===== src/rtl/mem_stage_pkg.sv =====
// rv32i_types: pipeline register structs, funct3/opcode/FSM enums and writeback mux
// encodings shared between mem_stage and writeback.
package rv32i_types;

  typedef enum logic [6:0] {
    op_lui   = 7'b0110111,
    op_auipc = 7'b0010111,
    op_jal   = 7'b1101111,
    op_br    = 7'b1100011,
    op_load  = 7'b0000011,
    op_store = 7'b0100011,
    op_imm   = 7'b0010011,
    op_reg   = 7'b0110011
  } rv32i_opcode_t;

  typedef enum logic [2:0] {
    f3_lb  = 3'b000,
    f3_lh  = 3'b001,
    f3_lw  = 3'b010,
    f3_lbu = 3'b100,
    f3_lhu = 3'b101
  } load_f3_t;

  typedef enum logic [2:0] {
    f3_sb = 3'b000,
    f3_sh = 3'b001,
    f3_sw = 3'b010
  } store_f3_t;

  typedef enum logic {IDLE, WAIT} mem_state_t;

  typedef enum logic [3:0] {
    rf_alu_out,
    rf_br_en,
    rf_u_imm,
    rf_pc_plus4,
    rf_lb,
    rf_lbu,
    rf_lh,
    rf_lhu,
    rf_lw
  } regfilemux_sel_t;

  typedef struct packed {
    logic            valid;
    logic [31:0]     pc;
    logic [31:0]     inst;
    rv32i_opcode_t   opcode;
    logic [2:0]      funct3;
    logic [4:0]      rd;
    logic [31:0]     alu_out;
    logic [31:0]     rs2_v;
    logic [31:0]     u_imm;
    logic            br_en;
    logic            regf_we;
    regfilemux_sel_t regfilemux_sel;
  } ex_mem_stage_reg_t;

  typedef struct packed {
    logic            valid;
    logic [31:0]     pc;
    logic [31:0]     inst;
    rv32i_opcode_t   opcode;
    logic [2:0]      funct3;
    logic [4:0]      rd;
    logic [31:0]     alu_out;
    logic [31:0]     u_imm;
    logic            br_en;
    logic            regf_we;
    regfilemux_sel_t regfilemux_sel;
    logic [31:0]     dmem_addr;
    logic [3:0]      dmem_rmask;
    logic [3:0]      dmem_wmask;
    logic [31:0]     dmem_wdata;
  } mem_wb_stage_reg_t;

  // Value a non-memory instruction will write back, for forwarding out of MEM.
  function automatic logic [31:0] fwd_value(input ex_mem_stage_reg_t e);
    return (e.regfilemux_sel == rf_br_en)    ? {31'b0, e.br_en} :
           (e.regfilemux_sel == rf_u_imm)    ? e.u_imm :
           (e.regfilemux_sel == rf_pc_plus4) ? e.pc + 32'd4 :
           (e.regfilemux_sel == rf_alu_out)  ? e.alu_out : 32'b0;
  endfunction

endpackage


===== src/rtl/mem_stage_lsu_align.sv =====
// mem_lsu_align: byte masks, lane-aligned store data and alignment check for a load/store.
// Alignment check only exists with MEM_MISALIGN_TRAP_EN; otherwise misaligned is 0.
module mem_lsu_align
  import rv32i_types::*;
(
  input  logic [1:0]  i_size,
  input  logic [1:0]  i_addr,
  input  logic [31:0] i_rs2_v,
  input  logic        i_load,
  input  logic        i_store,
  output logic [3:0]  o_rmask,
  output logic [3:0]  o_wmask,
  output logic [31:0] o_wdata,
  output logic        o_misaligned
);

  logic [3:0] w_mask;

  // Shifts stay 4 bits wide, so lanes pushed past byte 3 are dropped.
  assign w_mask  = i_size[1] ? 4'hF :
                   i_size[0] ? 4'(4'b0011 << {i_addr[1], 1'b0}) :
                               4'(4'b0001 << i_addr);
  assign o_rmask = i_load  ? w_mask : 4'b0;
  assign o_wmask = i_store ? w_mask : 4'b0;
  assign o_wdata = i_size[1] ? i_rs2_v :
                   i_size[0] ? {2{i_rs2_v[15:0]}} : {4{i_rs2_v[7:0]}};

`ifdef MEM_MISALIGN_TRAP_EN
  assign o_misaligned = i_size[1] ? |i_addr : (i_size[0] & i_addr[0]);
`else
  assign o_misaligned = 1'b0;
`endif

endmodule


===== src/rtl/mem_stage.sv =====
// mem_stage: rv32i MEM stage -- dmem request generation, IDLE/WAIT freeze FSM, mem_wb register.
// MEM_MISALIGN_TRAP_EN suppresses misaligned accesses and raises a sticky misalign_err.
module mem_stage
  import rv32i_types::*;
(
  input  logic              clk,
  input  logic              rst_n,
  input  ex_mem_stage_reg_t ex_mem,
  output mem_wb_stage_reg_t mem_wb,
  output logic [31:0]       dmem_addr,
  output logic [3:0]        dmem_rmask,
  output logic [3:0]        dmem_wmask,
  output logic [31:0]       dmem_wdata,
  input  logic              dmem_resp,
  output logic              freeze_stall,
  output logic [31:0]       mem_fwd_v,
  output logic              misalign_err
);

  mem_state_t        r_state, w_state_nxt;
  mem_wb_stage_reg_t r_mem_wb, w_mem_wb_nxt;
  logic              w_load, w_store, w_mem_op, w_misaligned, w_suppressed, w_issue;
  logic [3:0]        w_rmask, w_wmask;
  logic [31:0]       w_wdata;

  assign w_load       = ex_mem.valid & (ex_mem.opcode == op_load);
  assign w_store      = ex_mem.valid & (ex_mem.opcode == op_store);
  assign w_mem_op     = w_load | w_store;
  assign w_suppressed = w_mem_op & w_misaligned;
  assign w_issue      = w_mem_op & !freeze_stall & !w_suppressed;

  mem_lsu_align u_align (
    .i_size       (ex_mem.funct3[1:0]),
    .i_addr       (ex_mem.alu_out[1:0]),
    .i_rs2_v      (ex_mem.rs2_v),
    .i_load       (w_load),
    .i_store      (w_store),
    .o_rmask      (w_rmask),
    .o_wmask      (w_wmask),
    .o_wdata      (w_wdata),
    .o_misaligned (w_misaligned)
  );

  // Request outputs are a one-cycle pulse in the issue cycle only.
  assign freeze_stall = (r_state == WAIT) & !dmem_resp;
  assign dmem_addr    = w_issue ? {ex_mem.alu_out[31:2], 2'b00} : 32'b0;
  assign dmem_rmask   = w_issue ? w_rmask : 4'b0;
  assign dmem_wmask   = w_issue ? w_wmask : 4'b0;
  assign dmem_wdata   = (w_issue & w_store) ? w_wdata : 32'b0;
  assign mem_fwd_v    = (ex_mem.valid & !w_mem_op) ? fwd_value(ex_mem) : 32'b0;

  // A response in the same cycle as a new issue keeps us in WAIT.
  always_comb begin
    w_state_nxt = (w_issue | freeze_stall) ? WAIT : IDLE;
  end

  always_ff @(posedge clk or negedge rst_n) begin
    if (!rst_n) r_state <= IDLE;
    else        r_state <= w_state_nxt;
  end

  always_comb begin
    w_mem_wb_nxt                = '0;
    w_mem_wb_nxt.valid          = ex_mem.valid;
    w_mem_wb_nxt.pc             = ex_mem.pc;
    w_mem_wb_nxt.inst           = ex_mem.inst;
    w_mem_wb_nxt.opcode         = ex_mem.opcode;
    w_mem_wb_nxt.funct3         = ex_mem.funct3;
    w_mem_wb_nxt.rd             = ex_mem.rd;
    w_mem_wb_nxt.alu_out        = ex_mem.alu_out;
    w_mem_wb_nxt.u_imm          = ex_mem.u_imm;
    w_mem_wb_nxt.br_en          = ex_mem.br_en;
    w_mem_wb_nxt.regf_we        = ex_mem.valid & ex_mem.regf_we & !w_suppressed;
    w_mem_wb_nxt.regfilemux_sel = ex_mem.regfilemux_sel;
    w_mem_wb_nxt.dmem_addr      = w_mem_op ? ex_mem.alu_out : 32'b0;
    w_mem_wb_nxt.dmem_rmask     = dmem_rmask;
    w_mem_wb_nxt.dmem_wmask     = dmem_wmask;
    w_mem_wb_nxt.dmem_wdata     = dmem_wdata;
  end

  always_ff @(posedge clk or negedge rst_n) begin
    if (!rst_n)             r_mem_wb <= '0;
    else if (!freeze_stall) r_mem_wb <= w_mem_wb_nxt;
  end

  assign mem_wb = r_mem_wb;

`ifdef MEM_MISALIGN_TRAP_EN
  logic r_misalign;
  always_ff @(posedge clk or negedge rst_n) begin
    if (!rst_n) r_misalign <= 1'b0;
    else        r_misalign <= r_misalign | (w_suppressed & !freeze_stall);
  end
  assign misalign_err = r_misalign;
`else
  assign misalign_err = 1'b0;
`endif

endmodule


===== config.mk =====
export PLATFORM = sky130hd
export DESIGN_NAME = mem_stage
export DESIGN_NICKNAME = d
export VERILOG_FILES = /design/src/rtl/mem_stage_pkg.sv /design/src/rtl/mem_stage_lsu_align.sv /design/src/rtl/mem_stage.sv
export SDC_FILE = /design/constraint.sdc
export NUM_CORES = 1
export LEC_CHECK = 0
export ABC_AREA = 1
export BUFFER_PORTS_ARGS = -buffer_cell sky130_fd_sc_hd__buf_2
export CORE_AREA = 5 5 196 198
export DETAILED_ROUTE_END_ITERATION = 10
export DIE_AREA = 0 0 201 203
export PLACE_DENSITY = 0.67
export SETUP_SLACK_MARGIN = 0.02
export SYNTH_ARGS = -nofsm -noshare
export SYNTH_HDL_FRONTEND = slang
export SYNTH_SLANG_ARGS = --single-unit

===== constraint.sdc =====
create_clock -name clk -period 1.41 [get_ports clk]
set_input_delay 0.141 -clock clk [delete_from_list [all_inputs] [get_ports clk]]
set_output_delay 0.141 -clock clk [all_outputs]
set_load 0.01 [all_outputs]

# ---- Yosys cells after proc, flatten, opt, wreduce, memory -nomap -nowiden
# Cells that the tools add are included.
dict set report totals {
  in_bits 185
  regBits 223
  elab_cells 54
}
dict set report classes {
  n_eq_ne 5
  n_addsub 1
  bitwise_logic 9
  muxes 17
  n_shift 2
  reduce_logical 4
}
# operator count
set ops {}
lappend ops {{$mux W32} 10}
lappend ops {{$add A32 B3 Y32 const B} 1}
lappend ops {{$mux W4} 6}
lappend ops {{$eq A4 B2 Y1 const B} 2}
lappend ops {{$and A1 B1 Y1} 7}
lappend ops {{$eq A7 B2 Y1 const B} 1}
lappend ops {{$eq A7 B6 Y1 const B} 1}
lappend ops {{$eq A4 B1 Y1 const B} 1}
lappend ops {{$logic_not A4 Y1} 1}
lappend ops {{$shl A1 B2 Y4 const A} 1}
lappend ops {{$shl A2 B2 Y4 const A} 1}
lappend ops {{$logic_not A1 Y1} 3}
lappend ops {{$or A1 B1 Y1} 2}
lappend ops {{$mux W1} 1}

# ---- Logic depth before layout (Yosys ltp)
dict set report depth {
  ltp_word 6
  depth_mapped 11
  mapped_depth_nobuf 11
}

# ---- Cells and area by module
# Synthesis repeated with hierarchy kept, for this count alone.
dict set report hier_totals {
  hier_cells 1528
  hier_area_um2 11317.1
}
# module cells_per_inst n_inst area_per_inst_um2
set by_module_without_submodules {}
lappend by_module_without_submodules {mem_stage 1415 1 10807.9}
lappend by_module_without_submodules {mem_lsu_align 113 1 509.2}

# ---- Worst setup path before layout
# Ideal clock, no wire load.
dict set report synth_timing {
  path_kind {reg-to-output}
  from {reg r_state}
  to {out dmem_wmask[0]}
  t_arrival_ns 1.246
  path_slack_ns 0.023
  stages_incl_launch_ff 10
  path_buffers 2
  cell_sequence {dfrtp_1 > inv_1 > nor2_1 > inv_1 > nand2_1 > nor2_4 > inv_2 > buf_6 > nor2_1 > buf_4}
}
# element line_no
set synth_lines {}
lappend synth_lines {{from (decl)} mem_stage.sv:20} ;# mem_state_t r_state, w_state_nxt;
lappend synth_lines {{from (signal assigned)} mem_stage.sv:59} ;# else r_state <= w_state_nxt;
lappend synth_lines {{to (decl)} mem_stage.sv:12} ;# output logic [3:0] dmem_wmask,

# ---- Worst setup path in the final report
dict set report layout_timing {
  from {reg r_state}
  to {out dmem_wdata[6]}
}
dict set report layout_via {
  elab_chain_cells 5
}
# element line_no
set layout_lines {}
lappend layout_lines {{$and A1 B1 Y1} mem_stage.sv:45} ;# assign freeze_stall = (r_state == WAIT) & !dmem_resp;
lappend layout_lines {{$logic_not A1 Y1} --}
lappend layout_lines {{$and A1 B1 Y1} mem_stage.sv:30} ;# assign w_issue = w_mem_op & !freeze_stall & !w_suppressed;
lappend layout_lines {{$and A1 B1 Y1} mem_stage.sv:49} ;# assign dmem_wdata = (w_issue & w_store) ? w_wdata : 32'b0;
lappend layout_lines {{$mux W32} mem_stage.sv:49}
lappend layout_lines {{to (decl)} mem_stage.sv:13} ;# output logic [31:0] dmem_wdata,
# Every way passes these cells.

==> qor.yml <==
timing:
  skew_ns: 0.02766
  rsz0062_at_grt: "true"
  fin_crit_sh_pct: 140.1
  fmax_ghz: 0.5062
  holdWs_ns: 0.001996
  hold_violations: 0
  max-slew-margin-rel_pct: 52.18
  timing.final.ws_setup_ns: -0.5656
  tightest_slew_ns: 0.7099
  maxSlewViolCount: 0
  fin_crit_ns: 1.976
  final-setup-viol-count: 322
detailed_routing:
  top_layer_used: "met5"
  routed_wl_mm: 64.98
  wl_met2_mm: 31.42
  dr.pass1.iters: 5
  ant_nets: 0
  dr_wl_met3_mm: 5.831
  met1_length_mm: 23.59
  drt_iter0_drc: 835
  drcViolationCount: 0
  wl_per_cell_um: 24.03
  vias: 14040
  vias_per_cell: 5.190
worst_setup_path:
  cpMostUsedCell: "nor2_4"
  path_cells: "inv_2 > nor2_4 > inv_4 > nand2_4 > nor2_4 > buf_12 > inv_16 > nor2_2 > buf_2"
  cp_top_family: "buffers and inverters"
  crit_type: "flop to output pin"
  cpPeakStageDelay_ns: 0.37
  crit_fanout: 25
  cpMaxStageDelayCell: "dfrtp_1"
  startpoint_type: "flop"
  crit_required_ns: 1.27
  cp.arrival_ns: 1.83
  timing.critical_path.buf_inv: 5
  crit_path_end_kind: "output pin"
synth:
  synth_cells: 1421
  ys_seq_area_share_pct: 51.28
  synth.top_cells.by_area: "dfrtp_1, nand2_1, o21ai_0"
  synth_common_cells: "nand2_1, dfrtp_1, o21ai_0"
  netlist_area_um2: 10880
  synth_ff_type: "dfrtp_1"
  synth_edf_count: 0
  async_flop_share_pct: 100.0
  yosysTopAreaCellShare_pct: 51.28
  synth-seq-cells: 223
  synth_cell_type_count: 37
  syn_area_per_cell_um2: 7.658
  synth_top_area_cell: "dfrtp_1"
  ys_warn_count: 0
  yosysMostFrequentCell: "nand2_1"
run_status:
  violations: "setup timing"
  status: "finished with violations"
clock_network:
  cts_tree: "yes"
  root_buffer: "clkbuf_16"
  insertion_delay_ns: 0.55
  cts_buffer_depth: 3
  htreeDepth: 1
  cts_made_buffers: 26
  cts.sinks: 223
  path_clk_slew_ns: 0.06
placed_design:
  place.gp.congestion: 0.9616
  dp_hpwl_mm: 37.48
  dpl.cell_count: 2411
  post_dp_cell_area_um2: 14440
  portBuffers: 509
  place_ws_ns: -0.6479
finish:
  flow.area_growth_from_synthesis_pct: 101.9
  drive_gt1_share_pct: 59.55
  stdcell_area_um2: 21970
  fillCellCount: 2738
  utilization_pct: 60.44
  final_cell_count_no_fill: 2704
  final_nets: 2401
global_routing:
  grt_first_pass_wirelength_mm: 88.62
  gr-usage-all-layers_pct: 28.25
  antenna_found_initial: 5
  grt_pass1_vias: 14050
  grt_overflow: 0
  grt_max_degree: 42
floorplan:
  die_height_um: 203
  fp.coreArea_um2: 36350
  start_util_pct: 29.94
  io_pins: 513
  rows: 70
  die_x_um: 201
  dieArea_um2: 40800
power_and_ir_drop:
  vdd_drop_max_mv: 0.7889
  p_leak_nw: 12.15
  power_density_nw_per_um2: 813.2
min_path:
  hold_path.class: "input port to flop"
run:
  maxCapViolCount: 0
placed cells by master (no fill, tap or decap), types with 55 or more instances in the layout:
master           n
o21ai_2        113
inv_1           64
dlygate4sd3_1  150
buf_4          124
buf_6           55
nand2_1        272
nand2_2        147
dfrtp_1        223
nor2_1          65
nand2_4        153
buf_2          457
what timing repair did:
item / CTS / global route
buffers inserted: 36 / 20
cloned: 46 / 5
hold endpoints to repair: 377 / 0
pin swaps: 45 / 104
hold buffers: 150 / 0
gates resized for setup: 434 / 660
setup endpoints to repair: 219 / 322
cell type report:
class	instances	area (µm²)	area share, %
Sequential cell	223	5580	25.40
Clock inverter	13	246.5	1.122
Inverter	76	329.1	1.498
Antenna cell	1	2.502	0.01139
Timing Repair Buffer	878	7478	34.04
Clock buffer	35	755.7	3.440
Tap cell	468	585.6	2.665
Multi-Input combinational cell	1010	6990	31.82
flip-flops by register name, summed over array words and instances, names as in the netlist:
| signal | cells |
|---|---|
| mem_wb | 222 |
| r_state | 1 |
tightest hold or removal path: cells and delay by family:
family | cells | cell delay (ns)
buffers and inverters | 2 | 0.26
AO/OA/AOI/OAI | 1 | 0.09
logic make-up (layout without fill, tap and decap cells):
| family | Yosys count | count (layout) | share of synthesized area, % |
|---|---|---|---|
| AOI/OAI and AO/OA | 240 | 240 | 11.92 |
| xor gates and xnor gates | 8 | 8 | 0.6439 |
| adders and majority gates | 1 | 1 | 0.1150 |
| buffers and inverters | 191 | 1002 | 8.831 |
| DFF | 223 | 223 | 51.28 |
| other | 1 | 4 | 0.03446 |
| and+or+nand+nor | 757 | 758 | 27.17 |
where the power goes:
part	internal (mW)	switching [mW]	total, mW
logic	1.34	1.71	3.05
registers	6.65	0.241	6.90
clock network	5.03	2.88	7.92
total	13.0	4.83	17.9
final timing paths:
path / start / to / slack, ns / cells after the start
min: ex_mem[100] / mem_wb[70]$_DFFE_PN0N_ / 0.002 / 3
max reg2reg: r_state$_DFF_PN0_ / mem_wb[219]$_DFFE_PN0N_ / -0.30 / 11
min reg2reg: mem_wb[171]$_DFFE_PN0N_ / mem_wb[171]$_DFFE_PN0N_ / 0.48 / 2
max: r_state$_DFF_PN0_ / dmem_wdata[6] / -0.57 / 9
max in group asynchronous: rst_n / mem_wb[141]$_DFFE_PN0N_ / 0.70 / 3
min in group asynchronous: rst_n / mem_wb[76]$_DFFE_PN0N_ / 0.09 / 2
routing by layer:
metal	up-vias	track usage (%)
met1	6781	33.37
met4	8	12.44
met5	-	0
met2	932	49.12
met3	254	6.708
li1	6060	-
through the flow:
step,setup TNS (ns),total power [mW]
after detailed placement,-25.40,8.912
final,-80.67,17.87
after global routing,-96.59,18.44
after global placement,-21.15,8.890
after floorplan,0,7.578
after CTS,-83.67,17.53
No activity file was read; power rests on OpenSTA's default activity.
